<file path="src/rtl/seg_scan_ctrl.sv">
// Seven-segment scan scheduler: shares one bcd7seg decoder across NDIG digits.
// Optional per-digit decimal point enabled by defining SEG_SCAN_DP_EN.
module seg_scan_ctrl #(
   parameter int unsigned NDIG     = 8,
   parameter int unsigned SHOW_CYC = 50000,
   parameter int unsigned GAP_CYC  = 4
) (
   input  logic                     clk,
   input  logic                     rst_n,
   input  logic                     scan_en,
   input  logic                     wr_valid,
   output logic                     wr_ready,
   input  logic [$clog2(NDIG)-1:0]  wr_addr,
   input  logic [3:0]               wr_data,
   input  logic                     wr_blank,
`ifdef SEG_SCAN_DP_EN
   input  logic                     wr_dp,
   output logic                     seg_dp,
`endif
   output logic [3:0]               dec_b,
   input  logic [6:0]               dec_h,
   output logic [6:0]               seg_out,
   output logic [NDIG-1:0]          digit_sel
);

   localparam int unsigned AW   = $clog2(NDIG);
   localparam int unsigned CMAX = (SHOW_CYC > GAP_CYC) ? SHOW_CYC : GAP_CYC;
   localparam int unsigned CW   = $clog2(CMAX);
   localparam logic [CW-1:0] GAP_LAST  = CW'(GAP_CYC - 1);
   localparam logic [CW-1:0] SHOW_LAST = CW'(SHOW_CYC - 1);
   localparam logic [6:0]    SEG_OFF   = 7'h7F;

   typedef enum logic [1:0] {IDLE, GAP, SHOW} state_t;

   state_t                 state, state_nxt;
   logic [CW-1:0]          cnt, cnt_nxt;
   logic [AW-1:0]          idx, idx_nxt;
   logic [NDIG-1:0][3:0]   nib;
   logic [NDIG-1:0]        blank;
   logic                   wr_fire;
   logic                   dec_load;
   logic [AW-1:0]          dec_addr;
   logic [3:0]             dec_b_nxt;
   logic [6:0]             seg_nxt;
   logic [NDIG-1:0]        sel_nxt;
`ifdef SEG_SCAN_DP_EN
   logic [NDIG-1:0]        dp;
   logic                   seg_dp_nxt;
`endif

   // The lit digit's entry is frozen for the whole SHOW slot.
   always_comb begin
      wr_ready = !((state == SHOW) && (wr_addr == idx));
   end

   assign wr_fire = wr_valid & wr_ready;

   always_ff @(posedge clk or negedge rst_n) begin
      if (!rst_n) begin
         nib   <= '0;
         blank <= '1;
`ifdef SEG_SCAN_DP_EN
         dp    <= '0;
`endif
      end else if (wr_fire) begin
         nib[wr_addr]   <= wr_data;
         blank[wr_addr] <= wr_blank;
`ifdef SEG_SCAN_DP_EN
         dp[wr_addr]    <= wr_dp;
`endif
      end
   end

   always_ff @(posedge clk or negedge rst_n) begin
      if (!rst_n) state <= IDLE;
      else        state <= state_nxt;
   end

   always_comb begin
      state_nxt = state;
      cnt_nxt   = cnt;
      idx_nxt   = idx;
      dec_load  = 1'b0;
      dec_addr  = idx;
      dec_b_nxt = dec_b;
      seg_nxt   = seg_out;
      sel_nxt   = digit_sel;
`ifdef SEG_SCAN_DP_EN
      seg_dp_nxt = seg_dp;
`endif
      case (state)
         IDLE: begin
            idx_nxt = '0;
            cnt_nxt = '0;
            seg_nxt = SEG_OFF;
            sel_nxt = '1;
`ifdef SEG_SCAN_DP_EN
            seg_dp_nxt = 1'b1;
`endif
            if (scan_en) begin
               state_nxt = GAP;
               dec_load  = 1'b1;
               dec_addr  = '0;
            end
         end
         GAP: begin
            // Reloading every GAP cycle picks up writes to the pending digit.
            dec_load = 1'b1;
            dec_addr = idx;
            if (cnt == GAP_LAST) begin
               state_nxt = SHOW;
               cnt_nxt   = '0;
               seg_nxt   = blank[idx] ? SEG_OFF : dec_h;
               sel_nxt   = blank[idx] ? '1 : ~(NDIG'(1) << idx);
`ifdef SEG_SCAN_DP_EN
               seg_dp_nxt = blank[idx] ? 1'b1 : ~dp[idx];
`endif
            end else begin
               cnt_nxt = cnt + CW'(1);
            end
         end
         SHOW: begin
            if (cnt == SHOW_LAST) begin
               state_nxt = GAP;
               cnt_nxt   = '0;
               idx_nxt   = idx + AW'(1);
               dec_load  = 1'b1;
               dec_addr  = idx + AW'(1);
               seg_nxt   = SEG_OFF;
               sel_nxt   = '1;
`ifdef SEG_SCAN_DP_EN
               seg_dp_nxt = 1'b1;
`endif
            end else begin
               cnt_nxt = cnt + CW'(1);
            end
         end
         default: begin
            state_nxt = IDLE;
         end
      endcase

      if (!scan_en) begin
         state_nxt = IDLE;
         cnt_nxt   = '0;
         idx_nxt   = '0;
         dec_load  = 1'b0;
         seg_nxt   = SEG_OFF;
         sel_nxt   = '1;
`ifdef SEG_SCAN_DP_EN
         seg_dp_nxt = 1'b1;
`endif
      end

      // Forward a same-edge write so the decoder sees the newest nibble.
      if (dec_load) begin
         dec_b_nxt = (wr_fire && (wr_addr == dec_addr)) ? wr_data : nib[dec_addr];
      end
   end

   always_ff @(posedge clk or negedge rst_n) begin
      if (!rst_n) begin
         cnt       <= '0;
         idx       <= '0;
         dec_b     <= '0;
         seg_out   <= SEG_OFF;
         digit_sel <= '1;
`ifdef SEG_SCAN_DP_EN
         seg_dp    <= 1'b1;
`endif
      end else begin
         cnt       <= cnt_nxt;
         idx       <= idx_nxt;
         dec_b     <= dec_b_nxt;
         seg_out   <= seg_nxt;
         digit_sel <= sel_nxt;
`ifdef SEG_SCAN_DP_EN
         seg_dp    <= seg_dp_nxt;
`endif
      end
   end

endmodule

</file>
<file path="config.mk">
export PLATFORM = sky130hd
export DESIGN_NAME = seg_scan_ctrl
export DESIGN_NICKNAME = d
export VERILOG_FILES = /design/src/rtl/seg_scan_ctrl.sv
export SDC_FILE = /design/constraint.sdc
export NUM_CORES = 1
export LEC_CHECK = 0
export BUFFER_PORTS_ARGS = -buffer_cell sky130_fd_sc_hd__buf_2
export CORE_MARGIN = 3
export CORE_UTILIZATION = 59
export CTS_CLUSTER_DIAMETER = 40
export DETAILED_ROUTE_END_ITERATION = 10
export GPL_ROUTABILITY_DRIVEN = 0
export PLACE_DENSITY = 0.76
export SLEW_MARGIN = 20
export SYNTH_ARGS = -nofsm -noshare
export SYNTH_HDL_FRONTEND = slang
export SYNTH_SLANG_ARGS = --single-unit
</file>
<file path="constraint.sdc">
create_clock -name clk -period 3.35 [get_ports clk]
set_clock_uncertainty 0.15 [all_clocks]
set_input_delay 0.335 -clock clk [delete_from_list [all_inputs] [get_ports clk]]
set_output_delay 0.335 -clock clk [all_outputs]
set_load 0.02 [all_outputs]
</file>
==> Word level (Yosys, flattened, before mapping) <==
Cells that the tools add are included.
{ "classes": {"bitwise": 2, "n_reduce_logical": 8, "n_shift": 1, "eq_ne": 10, "mux": 37, "magnitude_cmp": 4, "add_sub_neg": 2} }
{ "op_table": {"columns": ["operator", "count"], "rows": [
  ["$mux 16", 3],
  ["$pmux 16 s3", 1],
  ["$bwmux 32", 1],
  ["$mux 8", 4],
  ["$mux 7", 4],
  ["$pmux 8 s3", 1],
  ["$pmux 7 s3", 1],
  ["$add 16x1->16 const B", 1],
  ["$eq 16x16->1 const B", 1],
  ["$eq 16x2->1 const B", 1],
  ["$bmux 4 s3", 1],
  ["$demux 4 s3", 1],
  ["$lt 3x4->1 const B", 3],
  ["$mux 4", 3],
  ["$pmux 3 s2", 2],
  ["$mux 3", 3],
  ["$bwmux 8", 1],
  ["$not 8->8", 1],
  ["$shl 1x3->8 const A", 1],
  ["$eq 3x3->1", 2],
  ["$mux 2", 3],
  ["$pmux 2 s3", 1],
  ["$mux 1", 4],
  ["$ne 4x1->1 const B", 1],
  ["17 further kinds", 19]
]} }
{ "totals": {"register_bits": 80} }

==> Logic depth before layout (Yosys ltp) <==
Gate-level depths: netlist of run 1.
{ "depth": {"ltp_word": 6, "ltp_mapped": 11} }

==> Least setup slack after synthesis of run 1 <==
OpenSTA, ideal clock, no wires.
{ "synth_path": {"path_kind": "register -> register", "startpoint": "register state[0]", "endpoint": "register dec_b[0]", "synth_period_minus_slack_ns": 2.581, "stages_incl_launch_ff": 10, "arrival_ns": 2.311, "setup_ns": 0.120, "path_slack_ns": 0.769, "cell_sequence": "dfrtp_1 inv_1 ha_1 clkbuf_1 nor2b_1 mux2i_1 a2111oi_0 a211o_1 o22ai_1 a31o_1"} }
{ "synth_via": {"elab_chain_cells": 6, "word_cells_on_any_way": 15, "cone_classes": "eq/ne (3); mux (6); bitwise (1); reduce/logical (5)"} }
{ "synth_lines": {"columns": ["item", "line_no", "text"], "rows": [
  ["start: declaration", "35", "state_t state, state_nxt;"],
  ["start signal: assignment", "76", "else state <= state_nxt;"],
  ["branches (longest 6 deep; another with $bmux 4 s3)", null, null],
  ["end signal: assignment", "174", "dec_b <= dec_b_nxt;"],
  ["end: declaration", "20", "output logic [3:0] dec_b,"]
]} }
Several ways; the timed one is not identified. The select of a mux whose other input is x is not followed.
A chain may end at the register's enable or synchronous reset.

==> Worst setup path in the final report of run 1 <==
Ends and elaborated chain as after synthesis.

==> results of run 1 <==
-- how the worst max path moves through the flow --
stage / from / endpoint / slack [ns] / depth (start not counted)
CTS: cnt[0] / dec_b[0] / 0.24 / 8
floorplan: state[0] / dec_b[0] / 0.77 / 9
detailed placement: cnt[0] / dec_b[3] / 0.24 / 8
finish: state[0] / dec_b[0] / 0.35 / 9
global route: state[1] / dec_b[0] / 0.02 / 9
global placement: cnt[0] / dec_b[3] / 0.33 / 8
-- critical path, cell delays in order (launching register included) --
cell and delay [ns]:
sky130_fd_sc_hd__dfrtp_1 0.43, sky130_fd_sc_hd__inv_1 0.12, sky130_fd_sc_hd__ha_1 0.27, sky130_fd_sc_hd__mux2i_1 0.47, sky130_fd_sc_hd__and2_1 0.30, sky130_fd_sc_hd__nor2_1 0.06
sky130_fd_sc_hd__a2111oi_0 0.47, sky130_fd_sc_hd__a211o_1 0.31, sky130_fd_sc_hd__o22ai_1 0.10, sky130_fd_sc_hd__a31o_1 0.19
-- sequential cells by signal, indices dropped and copies added (netlist names) --
name,count
cnt,16
blank,8
state,2
seg_out,7
idx,3
digit_sel,8
dec_b,4
nib,32
-- layout by cell type (no fill, tap or decap), types with 7 or more instances in the layout --
cell,count
sky130_fd_sc_hd__dfstp_2,23
sky130_fd_sc_hd__mux2i_1,7
sky130_fd_sc_hd__a211oi_1,11
sky130_fd_sc_hd__mux2_2,45
sky130_fd_sc_hd__dfrtp_1,57
sky130_fd_sc_hd__nand4_1,10
sky130_fd_sc_hd__clkbuf_8,9
sky130_fd_sc_hd__o21ai_0,15
sky130_fd_sc_hd__a31oi_1,10
sky130_fd_sc_hd__nor2_1,37
sky130_fd_sc_hd__buf_4,10
sky130_fd_sc_hd__ha_1,12
sky130_fd_sc_hd__inv_1,12
sky130_fd_sc_hd__a21oi_1,11
sky130_fd_sc_hd__nand2_1,39
sky130_fd_sc_hd__and3_1,19
sky130_fd_sc_hd__buf_2,37
-- final cells by class --
cell class | instances | share of cell area [%]
Multi-Input combinational cell | 297 | 44.20
Inverter | 12 | 0.9387
Clock buffer | 10 | 2.660
Timing Repair Buffer | 47 | 5.424
Clock inverter | 6 | 1.956
Sequential cell | 80 | 42.32
Tap cell | 96 | 2.503
-- kinds of logic (layout without fill, tap and decap cells) --
family                   Yosys count  count (layout)  synth area share [%]
multiplexers                      55              55                 14.89
buffers and inverters             29              75                 2.872
AND/OR/NAND/NOR                  145             145                 17.44
adder cells (fa/ha/maj)           12              12                 3.517
flip-flops                        80              80                 47.57
AO/OA/AOI/OAI                     76              76                 11.87
XOR/XNOR                           9               9                 1.846
-- metrics by stage --
| step | worst slack (ns) | utilization [%] | instances |
|---|---|---|---|
| final | 0.3549 | 69.47 | 548 |
| after global routing | 0.01813 | 69.47 | 548 |
| after CTS | 0.2424 | 69.46 | 548 |
| after detailed placement | 0.2358 | 66.25 | 532 |
| after global placement | 0.3334 | 66.25 | 532 |
| after floorplan | 0.7692 | - | 406 |
-- where the power goes --
| group | switching, mW | internal [mW] |
|---|---|---|
| sequential | 0.106 | 1.16 |
| combinational | 0.451 | 0.318 |
| clock | 0.362 | 0.424 |
| total | 0.919 | 1.90 |
-- per-layer routing --
metal / vias up / GRT usage [%] / routed length [um]
met2: 133 / 34.21 / 3972
met4: 0 / 9.673 / 153
met3: 13 / 4.557 / 716
met1: 1556 / 34.59 / 4275
met5: - / 0 / 0
li1: 1565 / - / -
==> reports/qor.yml, run 1 <==
postSynthNetCount: 437
fin_nets: 478
core_area_um2: 6907
ys_warn_count: 0
syn_area_per_cell_um2: 10.52
synth_seq_area_share_pct: 47.57
cts-root-buf: "sky130_fd_sc_hd__clkbuf_8"
post-route-period-util_pct: 89.41
grt_first_pass_wirelength_um: 15440
hold-worst-slack_ns: -0.01700
ctsResizeCount: 0
grt_antenna_before_repair: 0
finalHoldViolCount: 18
post_dp_cell_area_um2: 4576
via_per_inst: 5.962
hold_class: "in2async"
finalSetupViolCount: 0
cts_max_path_buffers: 2
fill_cells: 542
leading_cell_types_by_count_after_synthesis: "sky130_fd_sc_hd__dfrtp_1, sky130_fd_sc_hd__mux2_2, sky130_fd_sc_hd__nand2_1"
die_area_um2: 8293
reg2reg_depth: 9
p_per_area_nw_per_um2: 587.0
synth_seq_cells: 80
start_util_pct: 61.81
num_io_pins: 39
async_set_or_reset_flop_fraction_in_the_synthesized_netlist_pct: 100.0
critical_path_peak_fanout: 8
reg2reg_setup_slack_ns: 0.35
tritoncts: "built"
first_drt_pass_iteration_count: 5
sequential_cell_area_um2: 2031
grt_setup_unrepaired: "no"
grt_overflow: 0
cts_hold_buffers: 0
num_vias: 3267
die_y_um: 91.07
worstSetupEndpointType: "flip-flop"
routed_wl_um: 9117
number_of_flops_mapped_to_enable_cells_by_yosys: 0
status: "complete, but fails checks"
top_ff_cell_synth: "sky130_fd_sc_hd__dfrtp_1"
worst_ep_required_ns: 3.45
first_global_vias: 3099
cts_setup_buffers: 0
antennaDiodeCount: 0
maxSlewHeadroom_pct: 35.39
post-synth-top-area-fraction_pct: 33.41
path_class: "reg2reg"
htree_levels: 3
post-synth-top-count-cell: "sky130_fd_sc_hd__dfrtp_1"
worstSkewPairLatency_ns: 0.36
pin_count_of_the_biggest_net_entering_global_routing: 81
netlist_area_um2: 4269
violated_checks: "negative hold slack"
cts.reportedPaths.clkPinSlew_ns: 0.09
numPortBuffers: 38
clock-sinks: 80
tritoncts.num_buffers: 9
drc_marker_count_from_the_first_detailed_route_iteration: 299
setup.worst_path.start_class: "flip-flop"
timing_worst_slew_pin_value_ns: 0.9691
synth_top_cell_by_area: "sky130_fd_sc_hd__dfrtp_1"
fmax_ghz: 0.3339
syn_inst: 406
die_width_um: 91.07
report.power.total_mw: 2.817
rr_endpoint: "dec_b[0]"
finish.instance_area_um2: 4798
globalRouteTotalUtil_pct: 23.55
multiInputGateArea_um2: 2121
drt.antenna.violating_nets: 0
rr_startpoint: "state[0]"
layout_min_cycle_time_ns: 2.995
timing_max_transition_violations_final: 0
maximum_vdd_ir_drop_mv: 0.2634
route.detailed.drc: 0
area.growth.synth_to_final_pct: 12.40
cap_violations: 0
crit_arrival_ns: 3.09
floorplan.rows: 30
post_synthesis_cell_type_count: 49
drive_above_1_share_pct: 30.75
tns_ns: 0
total_leakage_power_nw: 1.971
drt-wirelength-per-cell_um: 16.64
synth_area_leaders: "sky130_fd_sc_hd__dfrtp_1, sky130_fd_sc_hd__dfstp_2, sky130_fd_sc_hd__mux2_2, sky130_fd_sc_hd__ha_1, sky130_fd_sc_hd__nand2_1"
detailedPlacementHpwl_um: 6518
Note: power is estimated with default switching activity, not from simulation.
==> run 2, diff against run 1 <==
==> config.mk (replaced) <==
export PLATFORM = sky130hd
export DESIGN_NAME = seg_scan_ctrl
export DESIGN_NICKNAME = d
export VERILOG_FILES = /design/src/rtl/seg_scan_ctrl.sv
export SDC_FILE = /design/constraint.sdc
export NUM_CORES = 1
export LEC_CHECK = 0
export ABC_AREA = 1
export CORE_MARGIN = 3
export CORE_UTILIZATION = 64
export CTS_CLUSTER_DIAMETER = 40
export DETAILED_ROUTE_END_ITERATION = 10
export DONT_BUFFER_PORTS = 1
export GPL_ROUTABILITY_DRIVEN = 0
export PLACE_DENSITY = 0.77
export SLEW_MARGIN = 20
export SYNTH_ARGS = -nofsm -noshare
export SYNTH_HDL_FRONTEND = slang
export SYNTH_SLANG_ARGS = --single-unit
==> constraint.sdc (replaced) <==
create_clock -name clk -period 3.2 [get_ports clk]
set_clock_uncertainty 0.15 [all_clocks]
set_input_delay 0.32 -clock clk [delete_from_list [all_inputs] [get_ports clk]]
set_output_delay 0.32 -clock clk [all_outputs]
set_load 0.02 [all_outputs]
==> run 2 against run 1 <==
  * The run now ends clean
  * Register-to-register slack better by 0.30 ns
  * Global-route usage is 3.4 points higher
  * Power is 11% higher
  * First-iteration DRC count is 5.4% higher
  * Sequential cell count stayed put
  * Area after synthesis is 1.0% higher
  * Non-clock buffer count is 37 lower
  * Via count is 11% higher
  * Utilization is 3.5 points higher
  * Critical path depth is 3 higher
  * Largest cell class is now flip-flops and latches
  * Wire length is 7.4% higher
==> reports/qor.yml, run 2 <==
number_of_flops_mapped_to_enable_cells_by_yosys: 0  # unchanged
share_of_the_synthesized_area_in_compound_gates_ao_oa_aoi_oai_pct: 12.71  # was 11.87%
core_area_um2: 6422  # was 6907 um^2
syn_inst: 539  # was 406
cap_violations: 0  # unchanged
cts-root-buf: "sky130_fd_sc_hd__clkbuf_8"  # unchanged
synth_xor_area_share_pct: 0.8123  # was 1.846%
place_inst: 608  # was 532
status: "completed"  # was complete, but fails checks
drt.antenna.violating_nets: 0  # unchanged
finalSetupViolCount: 0  # unchanged
pre_cts_slack_ns: 0.6983  # was 0.2358 ns
largest_reg_flops: 32  # unchanged
reg2reg_setup_slack_ns: 0.65  # was 0.35 ns
cts_setup_buffers: 0  # unchanged
maxSlewHeadroom_pct: 67.72  # was 35.39%
total_leakage_power_nw: 2.163  # was 1.971 nW
netlist_area_um2: 4313  # was 4269 um^2
globalRouteTotalUtil_pct: 26.96  # was 23.55%
worstSkewPairLatency_ns: 0.35  # was 0.36 ns
synth_simple_gate_area_share_pct: 29.01  # was 17.44%
met3_wirelength_um: 632  # was 716 um
top_ff_cell_synth: "sky130_fd_sc_hd__dfrtp_1"  # unchanged
pin_count_of_the_biggest_net_entering_global_routing: 81  # unchanged
drt-wirelength-per-cell_um: 15.49  # was 16.64 um
finalHoldViolCount: 0  # was 18
fin_nets: 581  # was 478
layout_min_cycle_time_ns: 2.547  # was 2.995 ns
cts_max_path_buffers: 2  # unchanged
drive_above_1_share_pct: 13.51  # was 30.75%
top_signal_layer_used: "met4"  # unchanged
combinational_family_with_the_most_area_after_synthesis: "simple AND/OR/NAND/NOR gates"  # unchanged
post_synthesis_cell_type_count: 41  # was 49
fmax_ghz: 0.3927  # was 0.3339 GHz
worst_slack_ns: 0.6534  # was 0.3549 ns
leading_cell_types_by_count_after_synthesis: "sky130_fd_sc_hd__nand2_1, sky130_fd_sc_hd__o21ai_0, sky130_fd_sc_hd__dfrtp_1, sky130_fd_sc_hd__nand3_1, sky130_fd_sc_hd__inv_1"  # was sky130_fd_sc_hd__dfrtp_1, sky130_fd_sc_hd__mux2_2, sky130_fd_sc_hd__nand2_1
async_set_or_reset_flop_fraction_in_the_synthesized_netlist_pct: 100.0  # unchanged
die_area_um2: 7760  # was 8293 um^2
synth-adder-area-share_pct: 3.481  # was 3.517%
post-synth-top-count-cell: "sky130_fd_sc_hd__nand2_1"  # was sky130_fd_sc_hd__dfrtp_1
ctsResizeCount: 0  # unchanged
met1_length_um: 4683  # was 4275 um
hold-worst-slack_ns: 0.006200  # was -0.01700 ns
antennaDiodeCount: 0  # unchanged
num_vias: 3625  # was 3267
timing_max_transition_violations_final: 0  # unchanged
synth_area_leaders: "sky130_fd_sc_hd__dfrtp_1, sky130_fd_sc_hd__dfstp_2, sky130_fd_sc_hd__nand2_1, sky130_fd_sc_hd__o21ai_0, sky130_fd_sc_hd__nand3_1"  # was sky130_fd_sc_hd__dfrtp_1, sky130_fd_sc_hd__dfstp_2, sky130_fd_sc_hd__mux2_2, sky130_fd_sc_hd__ha_1, sky130_fd_sc_hd__nand2_1
first_global_vias: 3263  # was 3099
pwr-share-clk_pct: 26.4  # was 27.9%
floorplan.rows: 29  # was 30
fill_cells: 517  # was 542
num_io_pins: 39  # unchanged
final_cell_mix: "sky130_fd_sc_hd__nand2_1, sky130_fd_sc_hd__o21ai_0, sky130_fd_sc_hd__nand3_1, sky130_fd_sc_hd__dfrtp_1, sky130_fd_sc_hd__inv_1"  # was sky130_fd_sc_hd__dfrtp_1, sky130_fd_sc_hd__mux2_2, sky130_fd_sc_hd__nand2_1
first_drt_pass_iteration_count: 5  # unchanged
mostFrequentLayoutCell: "sky130_fd_sc_hd__nand2_1"  # was sky130_fd_sc_hd__dfrtp_1
grt_first_pass_wirelength_um: 16040  # was 15440 um
die_width_um: 88.09  # was 91.07 um
critical_path_peak_fanout: 30  # was 8
tritoncts.num_buffers: 9  # unchanged
setup.worst_path.start_class: "flip-flop"  # unchanged
part_of_the_power_in_registers_pct: 50.1  # was 44.8%
tns_ns: 0  # unchanged
registers_with_the_highest_flip_flop_counts: "nib: 32 flops, cnt: 16 flops"  # unchanged
top_register: "nib"  # unchanged
pwr-share-comb_pct: 23.4  # was 27.3%
power.net_switching_mw: 1.125  # was 0.9187 mW
start_util_pct: 67.15  # was 61.81%
instances_no_fill: 632  # was 548
die_y_um: 88.09  # was 91.07 um
post-route-period-util_pct: 79.58  # was 89.41%
post-synth-top-area-fraction_pct: 33.07  # was 33.41%
timing_worst_slew_pin_value_ns: 0.4801  # was 0.9691 ns
synth_seq_cells: 80  # unchanged
routed_wl_um: 9788  # was 9117 um
postSynthNetCount: 570  # was 437
maximum_vdd_ir_drop_mv: 0.3846  # was 0.2634 mV
power_switching_share_pct: 35.99  # was 32.62%
worstSetupEndpointType: "flip-flop"  # unchanged
route.detailed.drc: 0  # unchanged
via_per_inst: 5.736  # was 5.962
htree_levels: 3  # unchanged
area.growth.synth_to_final_pct: 8.616  # was 12.40%
power.internal_mw: 2.001  # was 1.898 mW
syn_area_per_cell_um2: 8.002  # was 10.52 um^2
synth_seq_area_share_pct: 47.08  # was 47.57%
p_per_area_nw_per_um2: 667.4  # was 587.0 nW/um^2
synth_top_cell_by_area: "sky130_fd_sc_hd__dfrtp_1"  # unchanged
grt_setup_unrepaired: "no"  # unchanged
path_class: "reg2reg"  # unchanged
hold_class: "in2reg"  # was in2async
grt_antenna_before_repair: 0  # unchanged
ys_warn_count: 0  # unchanged
synth.mux.area_fraction_pct: 0  # was 14.89%
numPortBuffers: 0  # was 38
tritoncts: "built"  # unchanged
drc_marker_count_from_the_first_detailed_route_iteration: 315  # was 299
clock-sinks: 80  # unchanged
grt_overflow: 0  # unchanged
route.met2.wl_um: 4331  # was 3972 um
detailedPlacementHpwl_um: 6889  # was 6518 um
worst_ep_required_ns: 3.35  # was 3.45 ns
cts.reportedPaths.clkPinSlew_ns: 0.09  # about the same
crit_arrival_ns: 2.69  # was 3.09 ns
[run 2: cell types whose count changed after synthesis, sizes merged, moves of 9 or more]
cell    delta
nand3     +54
a211oi    -10
inv       +52
mux2      -45
nor2      +23
nand2     +91
o21ai     +49
and3      -18
clkbuf     -9
[run 2: kinds of logic after synthesis]
family,after synthesis
AO/OA/AOI/OAI,100
XOR/XNOR,4
adder cells (fa/ha/maj),12
buffers and inverters,74
flip-flops,80
AND/OR/NAND/NOR,269
[run 2: area by class of cell]
class	count	area (um^2)	share of cell area [%]
repair buffers	10	112.6	2.404
clock buffers	10	127.6	2.724
flip-flops and latches	80	2031	43.35
well taps	77	96.34	2.057
inverters	64	240.2	5.128
clock inverters	6	92.59	1.976
multi-input cells	385	1984	42.36
[run 2: worst paths after layout]
kind | start | endpoint | depth (start not counted)
worst max-delay path | state[0] | digit_sel[3] | 12
worst min-delay path | dec_h[0] | seg_out[0] | 2
worst max register to register | state[0] | digit_sel[3] | 12
worst min register to register | nib[11] | nib[11] | 2
max in group asynchronous | rst_n | blank[0] | 2
min in group asynchronous | rst_n | state[1] | 2
[run 2: layer usage]
metal  vias up  global-route usage, %
met3        13                  4.139
met4         0                  8.516
met5         -                      0
li1       1783                      -
met2       127                  40.41
met1      1702                  40.40
[run 2: power by group through the flow]
stage,sequential [mW],clock [mW],combinational (mW)
2_1_floorplan,1.54,0,0.564
3_3_place_gp,1.58,0,0.676
3_5_place_dp,1.58,0,0.696
4_1_cts,1.57,0.840,0.731
5_1_grt,1.59,0.882,0.849
6_report,1.57,0.827,0.732
[run 2: metrics by stage]
stage	total power [mW]	area, um^2	util, %
floorplan	2.102	4313	-
global placement	2.252	4367	67.99
detailed placement	2.281	4367	67.99
CTS	3.137	4684	72.94
global route	3.323	4684	72.94
finish	3.126	4684	72.94
[run 2: worst max-delay path, cell delays in order (launching register included)]
cell,delay [ns]
sky130_fd_sc_hd__dfrtp_1,0.42
sky130_fd_sc_hd__inv_1,0.11
sky130_fd_sc_hd__ha_1,0.31
sky130_fd_sc_hd__nor2_1,0.13
sky130_fd_sc_hd__inv_1,0.07
sky130_fd_sc_hd__nor2_1,0.11
sky130_fd_sc_hd__inv_2,0.08
sky130_fd_sc_hd__nor2_4,0.21
sky130_fd_sc_hd__inv_1,0.24
sky130_fd_sc_hd__nand2_1,0.14
sky130_fd_sc_hd__buf_4,0.27
sky130_fd_sc_hd__a21oi_1,0.07
sky130_fd_sc_hd__a21o_1,0.16
[run 2: timing repair]
| item | CTS | global route |
|---|---|---|
| endpoints found under the hold margin | 87 | 0 |
| setup endpoints to repair | 0 | 0 |
| hold buffers | 8 | 0 |
